===== src/rtl/serial_pkg.sv =====
// Shared types and constants for the operand serializer: FSM state encoding,
// default operand width and the sizing helper for the shared cycle counter.
package serial_pkg;

  typedef enum logic [1:0] {
    IDLE  = 2'd0,
    SHIFT = 2'd1,
    FLUSH = 2'd2
  } state_t;

  localparam int DEFAULT_WIDTH = 4;

  // Bits needed to hold 0..max(w,f); never less than one bit.
  function automatic int cnt_bits(input int w, input int f);
    int m;
    m = (w > f) ? w : f;
    return (m < 1) ? 1 : $clog2(m + 1);
  endfunction

endpackage


===== src/rtl/piso_reg.sv =====
// Parallel-in serial-out register: load has priority over shift, shifts right
// so bit 0 is presented first on q.
module piso_reg #(
  parameter int WIDTH = 4
) (
  input  logic             clk,
  input  logic             rst,
  input  logic             load,
  input  logic             shift,
  input  logic [WIDTH-1:0] d,
  output logic             q
);

  logic [WIDTH-1:0] data;

  // NOTE: sequential state uses non-blocking assignments so every flop samples
  // pre-edge values regardless of process ordering.
  always_ff @(posedge clk or posedge rst) begin
    if (rst) begin
      data <= '0;
    end else if (load) begin
      data <= d;
    end else if (shift) begin
      data <= data >> 1;
    end
  end

  assign q = data[0];

endmodule


===== src/rtl/operand_serializer.sv =====
// Serializes an operand pair LSB-first for a bit-serial adder, then idles for
// FLUSH_CYCLES. Define OPERAND_SKID_EN to add a one-entry operand buffer.
module operand_serializer
  import serial_pkg::*;
#(
  parameter int WIDTH        = DEFAULT_WIDTH,
  parameter int FLUSH_CYCLES = 4
) (
  input  logic             clk,
  input  logic             rst,
  input  logic             in_valid,
  output logic             in_ready,
  input  logic [WIDTH-1:0] op_a,
  input  logic [WIDTH-1:0] op_b,
  output logic             ser_a,
  output logic             ser_b,
  output logic             ser_valid,
  output logic             ser_first,
  output logic             ser_last,
  output logic             done
);

  localparam int             CW         = cnt_bits(WIDTH, FLUSH_CYCLES);
  localparam logic [CW-1:0]  SHIFT_LAST = CW'(WIDTH - 1);
  localparam logic [CW-1:0]  FLUSH_LAST = CW'((FLUSH_CYCLES > 0) ? FLUSH_CYCLES - 1 : 0);

  state_t           state, next_state;
  logic [CW-1:0]    cnt;
  logic             accept, start_frame, frame_end, cnt_clr, in_shift;
  logic             a_bit, b_bit;
  logic [WIDTH-1:0] load_a, load_b;

  assign accept   = in_valid && in_ready;
  assign in_shift = (state == SHIFT);

  // Last cycle of the frame: end of flush, or end of shift when there is no flush.
  assign frame_end = (state == FLUSH && cnt == FLUSH_LAST) ||
                     (in_shift && cnt == SHIFT_LAST && FLUSH_CYCLES == 0);

`ifdef OPERAND_SKID_EN
  logic             skid_full, take_buf;
  logic [WIDTH-1:0] skid_a, skid_b;

  assign in_ready    = !rst && !skid_full;
  assign take_buf    = skid_full && ((state == IDLE) || frame_end);
  assign start_frame = take_buf || (state == IDLE && accept);
  assign load_a      = take_buf ? skid_a : op_a;
  assign load_b      = take_buf ? skid_b : op_b;

  // A store in the same cycle as a transfer wins, so the buffer refills.
  always_ff @(posedge clk or posedge rst) begin
    if (rst) begin
      skid_full <= 1'b0;
      skid_a    <= '0;
      skid_b    <= '0;
    end else if (accept && state != IDLE) begin
      skid_full <= 1'b1;
      skid_a    <= op_a;
      skid_b    <= op_b;
    end else if (take_buf) begin
      skid_full <= 1'b0;
    end
  end
`else
  assign in_ready    = !rst && (state == IDLE);
  assign start_frame = (state == IDLE) && accept;
  assign load_a      = op_a;
  assign load_b      = op_b;
`endif

  always_ff @(posedge clk or posedge rst) begin
    if (rst) begin
      state <= IDLE;
      cnt   <= '0;
    end else begin
      state <= next_state;
      cnt   <= cnt_clr ? '0 : cnt + 1'b1;
    end
  end

  // NOTE: next_state gets its default before the case so no path infers a latch.
  always_comb begin
    next_state = state;
    case (state)
      IDLE:  ;
      SHIFT: if (cnt == SHIFT_LAST) next_state = (FLUSH_CYCLES == 0) ? IDLE : FLUSH;
      FLUSH: if (cnt == FLUSH_LAST) next_state = IDLE;
      default: next_state = IDLE;
    endcase
    if (start_frame) next_state = SHIFT;
    cnt_clr = (next_state != state) || start_frame || (state == IDLE);
  end

  piso_reg #(.WIDTH(WIDTH)) u_piso_a (
    .clk(clk), .rst(rst), .load(start_frame), .shift(in_shift), .d(load_a), .q(a_bit)
  );

  piso_reg #(.WIDTH(WIDTH)) u_piso_b (
    .clk(clk), .rst(rst), .load(start_frame), .shift(in_shift), .d(load_b), .q(b_bit)
  );

  assign ser_a     = in_shift && a_bit;
  assign ser_b     = in_shift && b_bit;
  assign ser_valid = in_shift;
  assign ser_first = in_shift && (cnt == '0);
  assign ser_last  = in_shift && (cnt == SHIFT_LAST);
  assign done      = frame_end;

endmodule


===== config.mk =====
export PLATFORM = sky130hd
export DESIGN_NAME = operand_serializer
export DESIGN_NICKNAME = d
export VERILOG_FILES = /design/src/rtl/serial_pkg.sv /design/src/rtl/piso_reg.sv /design/src/rtl/operand_serializer.sv
export SDC_FILE = /design/constraint.sdc
export NUM_CORES = 1
export LEC_CHECK = 0
export CORE_MARGIN = 5
export CORE_UTILIZATION = 50
export DETAILED_ROUTE_END_ITERATION = 8
export DONT_BUFFER_PORTS = 1
export SLEW_MARGIN = 20
export SYNTH_ARGS = -nofsm -noshare
export SYNTH_HDL_FRONTEND = slang
export SYNTH_SLANG_ARGS = --single-unit

===== constraint.sdc =====
create_clock -name clk -period 1.9 [get_ports clk]
set_input_delay 0.285 -clock clk [delete_from_list [all_inputs] [get_ports clk]]
set_output_delay 0.285 -clock clk [all_outputs]
set_load 0.05 [all_outputs]

==> impl_results.md, run 1 <==
- I/O Buffers: 0
- Peak VDD IR: 0.830 mV
- Synthesized Nets: around 80
- Largest net degree at the start of global routing: 18
- XOR/XNOR Fraction of Synth Area: 0%
- FP Rows: 13
- Cell Count, Final, Fillers Out: 90
- Final nets: 90
- Ant diodes: 0
- Hold Path Cell Cnt: 2
- CP Data Required Time: roughly 1600 ps
- Die H: 46.1 um
- Final hold violations: 0
- WL final: 1130 um
- Status: completed
- Share of the synthesized area in the top cell type: roughly half
- Register bit total from synthesis: 13
- Post-Syn Area: roughly 650 um2
- Post-Synth Adder-Cell Area: 5.75%
- Global Route Usage Sum: between 10% and 20%
- Power Density: 1760 nW/um2
- FF-to-FF setup slack: 360 ps
- Max-cap violations: 0
- Post-synthesis area per instance: between 10 and 15 um2
- Hold endpoint: u_piso_b.data[1]$_DFFE_PP0P_
- WS Path Type: reg -> out
- Vias per cell: 4.93
- Core area: roughly 1300 um2
- Detailed Routing Iterations Pass 1: 3
- Worst Path Max Fanout: 9
- Final instance area: around 760 um2
- YS warnings: 0
- CTS Root Cell: clkbuf_4
- Setup bufs post-CTS: 0
- Area after DPL: 722 um2
- Routability cong.: between 0.7 and 0.8
- Detail Route Antenna Nets: 0
- Slew Limit Fails: 0
- Post-Syn Instances: 64
- Dpl cells: 85
- Worst setup SP type: flop
- Netlist cell types: 16
- Post-Synth Simple-Gate Area: 17.8%
- TritonCTS clock tree: done
- Placed wire-length estimate: 818 um
- Fin crit share: 97.6%
- Rel. slew slack: 61.6%
- RSZ-0062 raised after global routing: yes
- Clock Sinks: 13
- Share of layout cells above drive strength 1: 20.0%
- Reg2reg start: cnt[0]$_DFF_PP0_
- DRC Markers: 0
- Die area: 2130 um2
- Initial Util: 51.5%
- Post-DR wirelength/cell: 12.6 um
- Slew @ Worst Pin: between 500 and 600 ps
- Worst hold start: op_b[1]
- CTS buffer count: 3
- Via count: 444
- Die X: ~46 um
- R2R cell count: 5
- Setup slack after layout: 45.8 ps
- P&R area growth vs syn: 16.7%
- Pwr Total: about 1.3 mW
- H-tree depth: 1
- Vias in the first global route: 443
- Minimum clock period: 1850 ps
- Compound-Gate Fraction of Synth Area: 9.58%
- Arrival @ worst endpoint: 1570 ps
- Pleak: 0.379 nW
- Ports: 18
- Gr ovfl total: 0
- Clock buffer depth: 2
- First-pass GRT wire length: 1900 um
- Fin Clk Skew: ~1.5 ps
- Initial antenna violation count: 0
- Setup TNS: 0 ps
- Area contributors post-synth: dfrtp_1 50%, mux2i_1 9.2%, o21ai_0 6.1%
- FMAX: approximately 540 MHz
- Multiplexer area fraction after synthesis: 9.20%
- Worst slack, placed: 96.6 ps
- Clock latency on the worst-skew pair: 270 ps
- DR iter-0 viols: 12
- Final setup fails: 0
- Worst setup EP type: output port
- Hold WC Path Type: in -> reg
- Cell taking the most area after synthesis: dfrtp_1
- Seq/Total Area, Yosys: 49.8%
- Largest family of logic cells by synthesized area: simple AND/OR/NAND/NOR gates
- RR Endpoint: state[1]$_DFF_PP0_
- Clk slew on worst S/H paths: 70 ps
==> through the flow <==
| stage | hold WS (ps) | util, % |
|---|---|---|
| after floorplan | 162 | - |
| after global placement | 217 | 56.9 |
| after detailed placement | 216 | 56.9 |
| after CTS | 119 | 60.0 |
| after global routing | 115 | 60.1 |
| final | 125 | 60.1 |
==> layout by cell type, fill, tap and decap left out, drive strengths merged <==
cell and n:
clkbuf 4, nor3 1, a21o 2, dfrtp 13, buf 8, nand2b 2
ha 3, nor4b 1, mux2i 6, dlygate4sd3 1, o21bai 1, nor2 5
o21ai 8, and2 2, and3 1, inv 7, nand2 10
==> critical path, stage by stage, from the launching register on <==
cell	delay, ps
dfrtp_2	440
nand2b_1	190
buf_4	180
inv_4	110
and3_1	230
buf_12	150
==> Yosys cell counts <==
cell	count
nor3_1	1
and3_1	1
inv_1	6
and2_1	2
o21ai_0	8
buf_6	2
inv_4	1
o21bai_1	1
a21o_1	2
ha_1	3
mux2i_1	6
nor4b_4	1
nand2_1	10
dfrtp_1	13
nand2b_1	2
nor2_1	5
==> layer usage <==
layer	share of wire (%)	GRT usage [%]
met1	43	15.6
met2	47	20.1
met3	6.6	3.52
met4	3.5	11.9
met5	0	0
==> repair_timing <==
action                                  in CTS  in global routing
endpoints found under the hold margin       13                  0
hold buffers                                 1                  0
resized for setup                            1                  1
endpoints found under the setup margin       1                  2
==> cell families (layout without fill, tap and decap cells) <==
logic type               Yosys count  count (layout)
adder cells (fa/ha/maj)            3               3
flip-flops                        13              13
multiplexers                       6               6
AO/OA/AOI/OAI                     11              11
buffers and inverters              9              20
AND/OR/NAND/NOR                   22              22
==> area by class of cell <==
| type | count | area [um2] |
|---|---|---|
| Clock buffer | 4 | 26.3 |
| Fill cell | 118 | 507 |
| Inverter | 7 | 28.8 |
| Multi-Input combinational cell | 42 | 279 |
| Sequential cell | 13 | 327 |
| Tap cell | 15 | 18.8 |
| Timing Repair Buffer | 9 | 82.6 |
==> power by group <==
part           internal [mW]  total [mW]  switching, mW
clock network         0.0814       0.167         0.0856
registers              0.383       0.447         0.0643
logic                  0.288       0.728          0.439
==> flip-flops by register name (all words and copies together), names as in the netlist <==
signal	cells
u_piso_a.data	4
state	2
cnt	3
u_piso_b.data	4
==> worst max path at each step <==
stage | from | end | slack (ps) | cells after the start
after floorplan | state[0]$_DFF_PP0_ | in_ready | 100 | 1
after global placement | cnt[0]$_DFF_PP0_ | state[1]$_DFF_PP0_ | 160 | 5
after detailed placement | cnt[0]$_DFF_PP0_ | state[1]$_DFF_PP0_ | 100 | 5
after CTS | state[1]$_DFF_PP0_ | ser_first | 20 | 5
after global routing | cnt[0]$_DFF_PP0_ | ser_last | -40 | 4
final | state[1]$_DFF_PP0_ | ser_first | 50 | 5
Power figures use the tool's default switching activity.
==> run 2, diff against run 1 <==
--- a/config.mk
+++ b/config.mk
@@ -5,10 +5,12 @@
 export SDC_FILE = /design/constraint.sdc
 export NUM_CORES = 1
 export LEC_CHECK = 0
+export ABC_AREA = 1
 export CORE_MARGIN = 5
 export CORE_UTILIZATION = 50
 export DETAILED_ROUTE_END_ITERATION = 8
 export DONT_BUFFER_PORTS = 1
+export PLACE_DENSITY_LB_ADDON = 0.3
 export SLEW_MARGIN = 20
 export SYNTH_ARGS = -nofsm -noshare
 export SYNTH_HDL_FRONTEND = slang
==> run 2 against run 1 <==
Critical path depth down 1. Via count increased by 41%. Clock power is 4% higher. Non-clock buffer count down 1. Critical endpoint is now ser_b.
==> impl_results.md, run 2 <==
- Status: completed
- Final instance area: approximately 830 um2
- Largest net degree at the start of global routing: 16
- YS warnings: 0
- Register bit total from synthesis: 13
- Setup slack after layout: roughly 100 ps
- Clock buffer depth: 2
- Reg2reg start: state[1]$_DFF_PP0_
- Pwr Total: 1.42 mW
- Area after DPL: 792 um2
- R2R cell count: 5
- Asr flop ratio synth: between 90% and 100%
- Worst setup EP type: output port
- Post-synth top cells: 28 x nand2_1, 14 x inv_1, 13 x dfrtp_1
- RSZ-0062 raised after global routing: no
- Max-cap violations: 0
- Hold endpoint: u_piso_a.data[3]$_DFFE_PP0P_
- Via count: 624
- Fin Clk Skew: 9.94 ps
- Post-synthesis area per instance: about 7.7 um2
- Fin crit share: 94.5%
- DR iter-0 viols: 7
- Seq/Total Area, Yosys: 44.0%
- Global Route Usage Sum: 14.2%
- Initial Util: between 50% and 60%
- DRC Markers: 0
- Post-DR wirelength/cell: 13.0 um
- Vias in the first global route: 608
- FMAX: between 500 and 600 MHz
- Biggest regs: u_piso_a.data x4, u_piso_b.data x4, cnt x3
- Worst Path Max Fanout: 13
- Final setup fails: 0
- Worst slack, placed: 415 ps
- Setup TNS: 0 ps
- Share of layout cells above drive strength 1: 16.2%
- Initial antenna violation count: 0
- P&R area growth vs syn: 12.0%
- Vias per cell: 5.20
- Post-Syn Instances: 96
- Post-Syn Area: 739 um2
- Met1 Resource Use GR: 15.8%
- Clk slew on worst S/H paths: 80 ps
- CP Data Required Time: between 1500 and 2000 ps
- Netlist cell types: 16
- Core area: 1350 um2
- Final nets: 120
- TritonCTS clock tree: done
- Pleak: 0.464 nW
- Arrival @ worst endpoint: 1510 ps
- GR peak layer: met2
- Placed wire-length estimate: 1180 um
- Slew @ Worst Pin: 480 ps
- Rel. slew slack: 67.9%
- Area contributors post-synth: dfrtp_1 44%, nand2_1 14%, inv_1 7.1%
- Met3 Track Usage GR: 3.98%
- Final hold violations: 0
- Detailed Routing Iterations Pass 1: 4
- Clock latency on the worst-skew pair: 280 ps
- Cell taking the most area after synthesis: dfrtp_1
- Hold WC Path Type: in -> reg
- Power Density: 1710 nW/um2
- WL final: 1560 um
- Number of flops mapped to enable cells by yosys: 0
- Gr ovfl total: 0
- Worst hold start: op_a[3]
- Fin util: 61.4%
- Ports: 18
- CTS resizes: 0
- Worst setup SP type: flop
- Ant diodes: 0
- Met2 Usage GRT: 23.9%
- Clock Sinks: 13
- Synthesized Nets: 110
- CTS buffer count: 3
- Die area: 2350 um2
- First-pass GRT wire length: 2640 um
- H-tree depth: 1
- I/O Buffers: 0
- Most numerous cell in the Yosys netlist: nand2_1
- Share of the synthesized area in the top cell type: 44.0%
- FP Rows: 13
- Commonest non-fill, non-tap cells in the layout: 28 x nand2_1, 14 x inv_1, 13 x dfrtp_1, 10 x nand3_1, 9 x nor2_1
- Die X: 48.5 um
- WS Path Type: reg -> out
- Slew Limit Fails: 0
- Hold Path Cell Cnt: 2
- Fillcell total: around 130
- Routability cong.: 0.759
- Detail Route Antenna Nets: 0
- Die H: 48.5 um
- CTS Root Cell: clkbuf_4
- RR Endpoint: state[1]$_DFF_PP0_
- Minimum clock period: 1800 ps
- Top FF cell, synth: dfrtp_1
- Most common cell after layout, fill and taps aside: nand2_1
- FF-to-FF setup slack: approximately 450 ps
- Peak VDD IR: 1.11 mV
-- run 2: what timing repair did --
action / CTS / global route
hold buffers: 1 / 0
endpoints found under the hold margin: 5 / 0
buffers inserted: 0 / 0
-- run 2: layer usage --
layer,vias to the layer above,routed length [um]
li1,316,-
met1,293,653
met2,11,816
met3,4,62
met4,0,29
met5,-,0
-- run 2: final cells by class --
cell class,count,area [um2],share of cell area (%)
inverter,17,63.8,7.70
multi-input combinational,63,332,40.0
timing repair buffer,8,62.6,7.55
tap,15,18.8,2.27
sequential,13,325,39.3
clock buffer,4,26.3,3.17
-- run 2: worst max path at each step --
stage                     slack (ps)               start  cells after the start   endpoint
after floorplan                  170  state[1]$_DFF_PP0_                      4  ser_first
after global placement           440  state[1]$_DFF_PP0_                      4  ser_first
after detailed placement         420  state[1]$_DFF_PP0_                      4      ser_a
after CTS                        100  state[1]$_DFF_PP0_                      4      ser_a
after global routing               6  state[1]$_DFF_PP0_                      4   ser_last
final                            100  state[1]$_DFF_PP0_                      4      ser_b
-- run 2: through the flow --
stage | hold WS [ps] | std cells
after global routing | 176 | 120
final | 149 | 120
after global placement | 95.6 | 115
after detailed placement | 98.9 | 115
after floorplan | 133 | 96
after CTS | 149 | 120
-- run 2: cell families (layout without fill, tap and decap cells) --
family                     Yosys count  after routing  synth area share (%)
AOI/OAI and AO/OA                    3              3                  2.37
adders and majority gates            3              3                  5.08
buffers and inverters               20             29                  11.8
DFF                                 13             13                  44.0
and+or+nand+nor                     57             57                  36.7
-- run 2: worst max-delay path: stages (launching register included) --
cell and delay, ps:
dfrtp_1 480, inv_2 90, nand2_1 260, nor2_1 180
buf_4 220
-- run 2: where the power goes --
part / total [mW] / switching, mW / internal [mW] / leakage, nW
registers: 0.476 / 0.0891 / 0.387 / 0.168
logic: 0.766 / 0.543 / 0.223 / 0.281
clock network: 0.173 / 0.0919 / 0.0814 / 0.0150
total: 1.42 / 0.724 / 0.691 / 0.464
==> run 3, diff against run 2 <==
--- a/config.mk
+++ b/config.mk
@@ -10,8 +10,9 @@
 export CORE_UTILIZATION = 50
 export DETAILED_ROUTE_END_ITERATION = 8
 export DONT_BUFFER_PORTS = 1
+export MAX_ROUTING_LAYER = met4
 export PLACE_DENSITY_LB_ADDON = 0.3
-export SLEW_MARGIN = 20
+export SLEW_MARGIN = 15
 export SYNTH_ARGS = -nofsm -noshare
 export SYNTH_HDL_FRONTEND = slang
 export SYNTH_SLANG_ARGS = --single-unit
==> run 3 against run 2 <==
Clock skew is 0.71 ps lower. Via count is 1.9% higher. Routed wire length is 0.13% higher. Setup slack better by 4.0 ps. Worst hold slack better by 1.1 ps. Die area stayed put. Critical endpoint is now ser_a.
==> impl_results.md, run 3 (synthesis gave the netlist of run 2 again) <==
- Status: completed
- FP Rows: 13
- Core area: 1350 um2
- Critical path's top delay family: flip-flops
- Detailed Routing Iterations Pass 1: 4
- Final setup fails: 0
- Minimum clock period: 1790 ps
- Slowest cell delay on critical path: around 480 ps
- FMAX: approximately 560 MHz
- Setup TNS: 0 ps
- CTS buffer count: 3
- Pleak: 0.464 nW
- Via count: 636
- Commonest non-fill, non-tap cells in the layout: 28 x nand2_1, 14 x inv_1, 13 x dfrtp_1, 10 x nand3_1, 9 x nor2_1
- Area after DPL: 792 um2
- FF-to-FF setup slack: about 460 ps
- Critical path depth: 4
- Worst setup SP type: flop
- R2R cell count: 5
- WL final: 1560 um
- Rel. slew slack: 67.9%
- Final nets: 120
- RSZ-0062 raised after global routing: no
- Slew Limit Fails: 0
- Share of layout cells above drive strength 1: about 16%
- CTS Root Cell: clkbuf_4
- Peak VDD IR: 1.11 mV
- Placed wire-length estimate: roughly 1200 um
- Clock Sinks: 13
- Final instance area: 828 um2
- I/O Buffers: 0
- Initial Util: about 55%
- Hold Path Cell Cnt: 2
- Power Density: between 1500 and 2000 nW/um2
- # hold bufs at CTS: 1
- Vias per cell: approximately 5.3
- CP Data Required Time: 1620 ps
- Largest net degree at the start of global routing: 16
- Slew @ Worst Pin: 480 ps
- Max-cap violations: 0
- Biggest regs: u_piso_a.data x4, u_piso_b.data x4, cnt x3
- Global Route Usage Sum: 14.7%
- Worst setup EP type: output port
- Slowest cell on the critical path: dfrtp_1
- DR iter-0 viols: 7
- Die X: between 40 and 50 um
- Clock buffer depth: 2
- Final hold violations: 0
- TritonCTS clock tree: done
- Setup bufs post-CTS: 0
- Pwr Total: 1.42 mW
- Gr ovfl total: 0
- CP Cell Sequence: inv_2, nand2_1, nor2_1, buf_4
- P&R area growth vs syn: 12.0%
- Fin util: 61.4%
- Ports: 18
- Worst Path Max Fanout: 13
- Fillcell total: 127
- Die H: 48.5 um
- Die area: between 2000 and 2500 um2
- Clock latency on the worst-skew pair: 280 ps
- DRC Markers: 0
- Post-DR wirelength/cell: 13.0 um
- Buf/Inv on CP: 2
- Routability cong.: ~0.77
- Initial antenna violation count: 0
- Hold WC Path Type: in -> reg
- Detail Route Antenna Nets: 0
- Ant diodes: 0
- Arrival @ worst endpoint: 1510 ps
- H-tree depth: 1
- CTS resizes: 0
- Fin Clk Skew: between 9 and 10 ps
- Vias in the first global route: between 600 and 700
- First-pass GRT wire length: between 2000 and 3000 um
- Fin crit share: a little over nine tenths
- Clk slew on worst S/H paths: 80 ps
- Most common cell after layout, fill and taps aside: nand2_1
- WS Path Type: reg -> out
==> run 3: cell counts in the layout (fill, tap and decap cells not counted) <==
Identical to the previous run, type by type.
==> run 3: power by group <==
group          internal [mW]  leakage, nW  switching (mW)
registers              0.387        0.168          0.0898
logic                  0.223        0.281           0.543
clock network         0.0815       0.0150          0.0916
==> run 3: per-stage QoR <==
step | setup WS (ps) | instances | hold WS [ps]
6_report | 109 | 120 | 150
5_1_grt | 2.36 | 120 | 172
4_1_cts | 99.0 | 120 | 149
3_5_place_dp | 415 | 115 | 98.9
3_3_place_gp | 437 | 115 | 95.6
2_1_floorplan | 175 | 96 | 133
==> run 3: per-layer routing <==
metal | vias to the layer above | GRT usage (%) | part of all wire [%]
li1 | 320 | - | -
met5 | - | - | 0
met3 | 4 | 3.98 | 5.0
met2 | 14 | 23.9 | 52
met1 | 298 | 16.0 | 41
met4 | 0 | 8.07 | 1.7
==> run 3: path summary, 6_finish.rpt <==
kind / from / to
worst max-delay path: state[1]$_DFF_PP0_ / ser_a
worst min-delay path: op_a[3] / u_piso_a.data[3]$_DFFE_PP0P_
worst max register to register: state[1]$_DFF_PP0_ / state[1]$_DFF_PP0_
worst min register to register: cnt[0]$_DFF_PP0_ / cnt[0]$_DFF_PP0_
max in group asynchronous: rst / state[0]$_DFF_PP0_
min in group asynchronous: rst / u_piso_b.data[1]$_DFFE_PP0P_
==> run 3: cell type report <==
type | count | area [um2] | share of cell area (%)
Inverter | 17 | 63.8 | 7.70
Clock buffer | 4 | 26.3 | 3.17
Timing Repair Buffer | 8 | 62.6 | 7.55
Sequential cell | 13 | 325 | 39.3
Multi-Input combinational cell | 63 | 332 | 40.0
Tap cell | 15 | 18.8 | 2.27
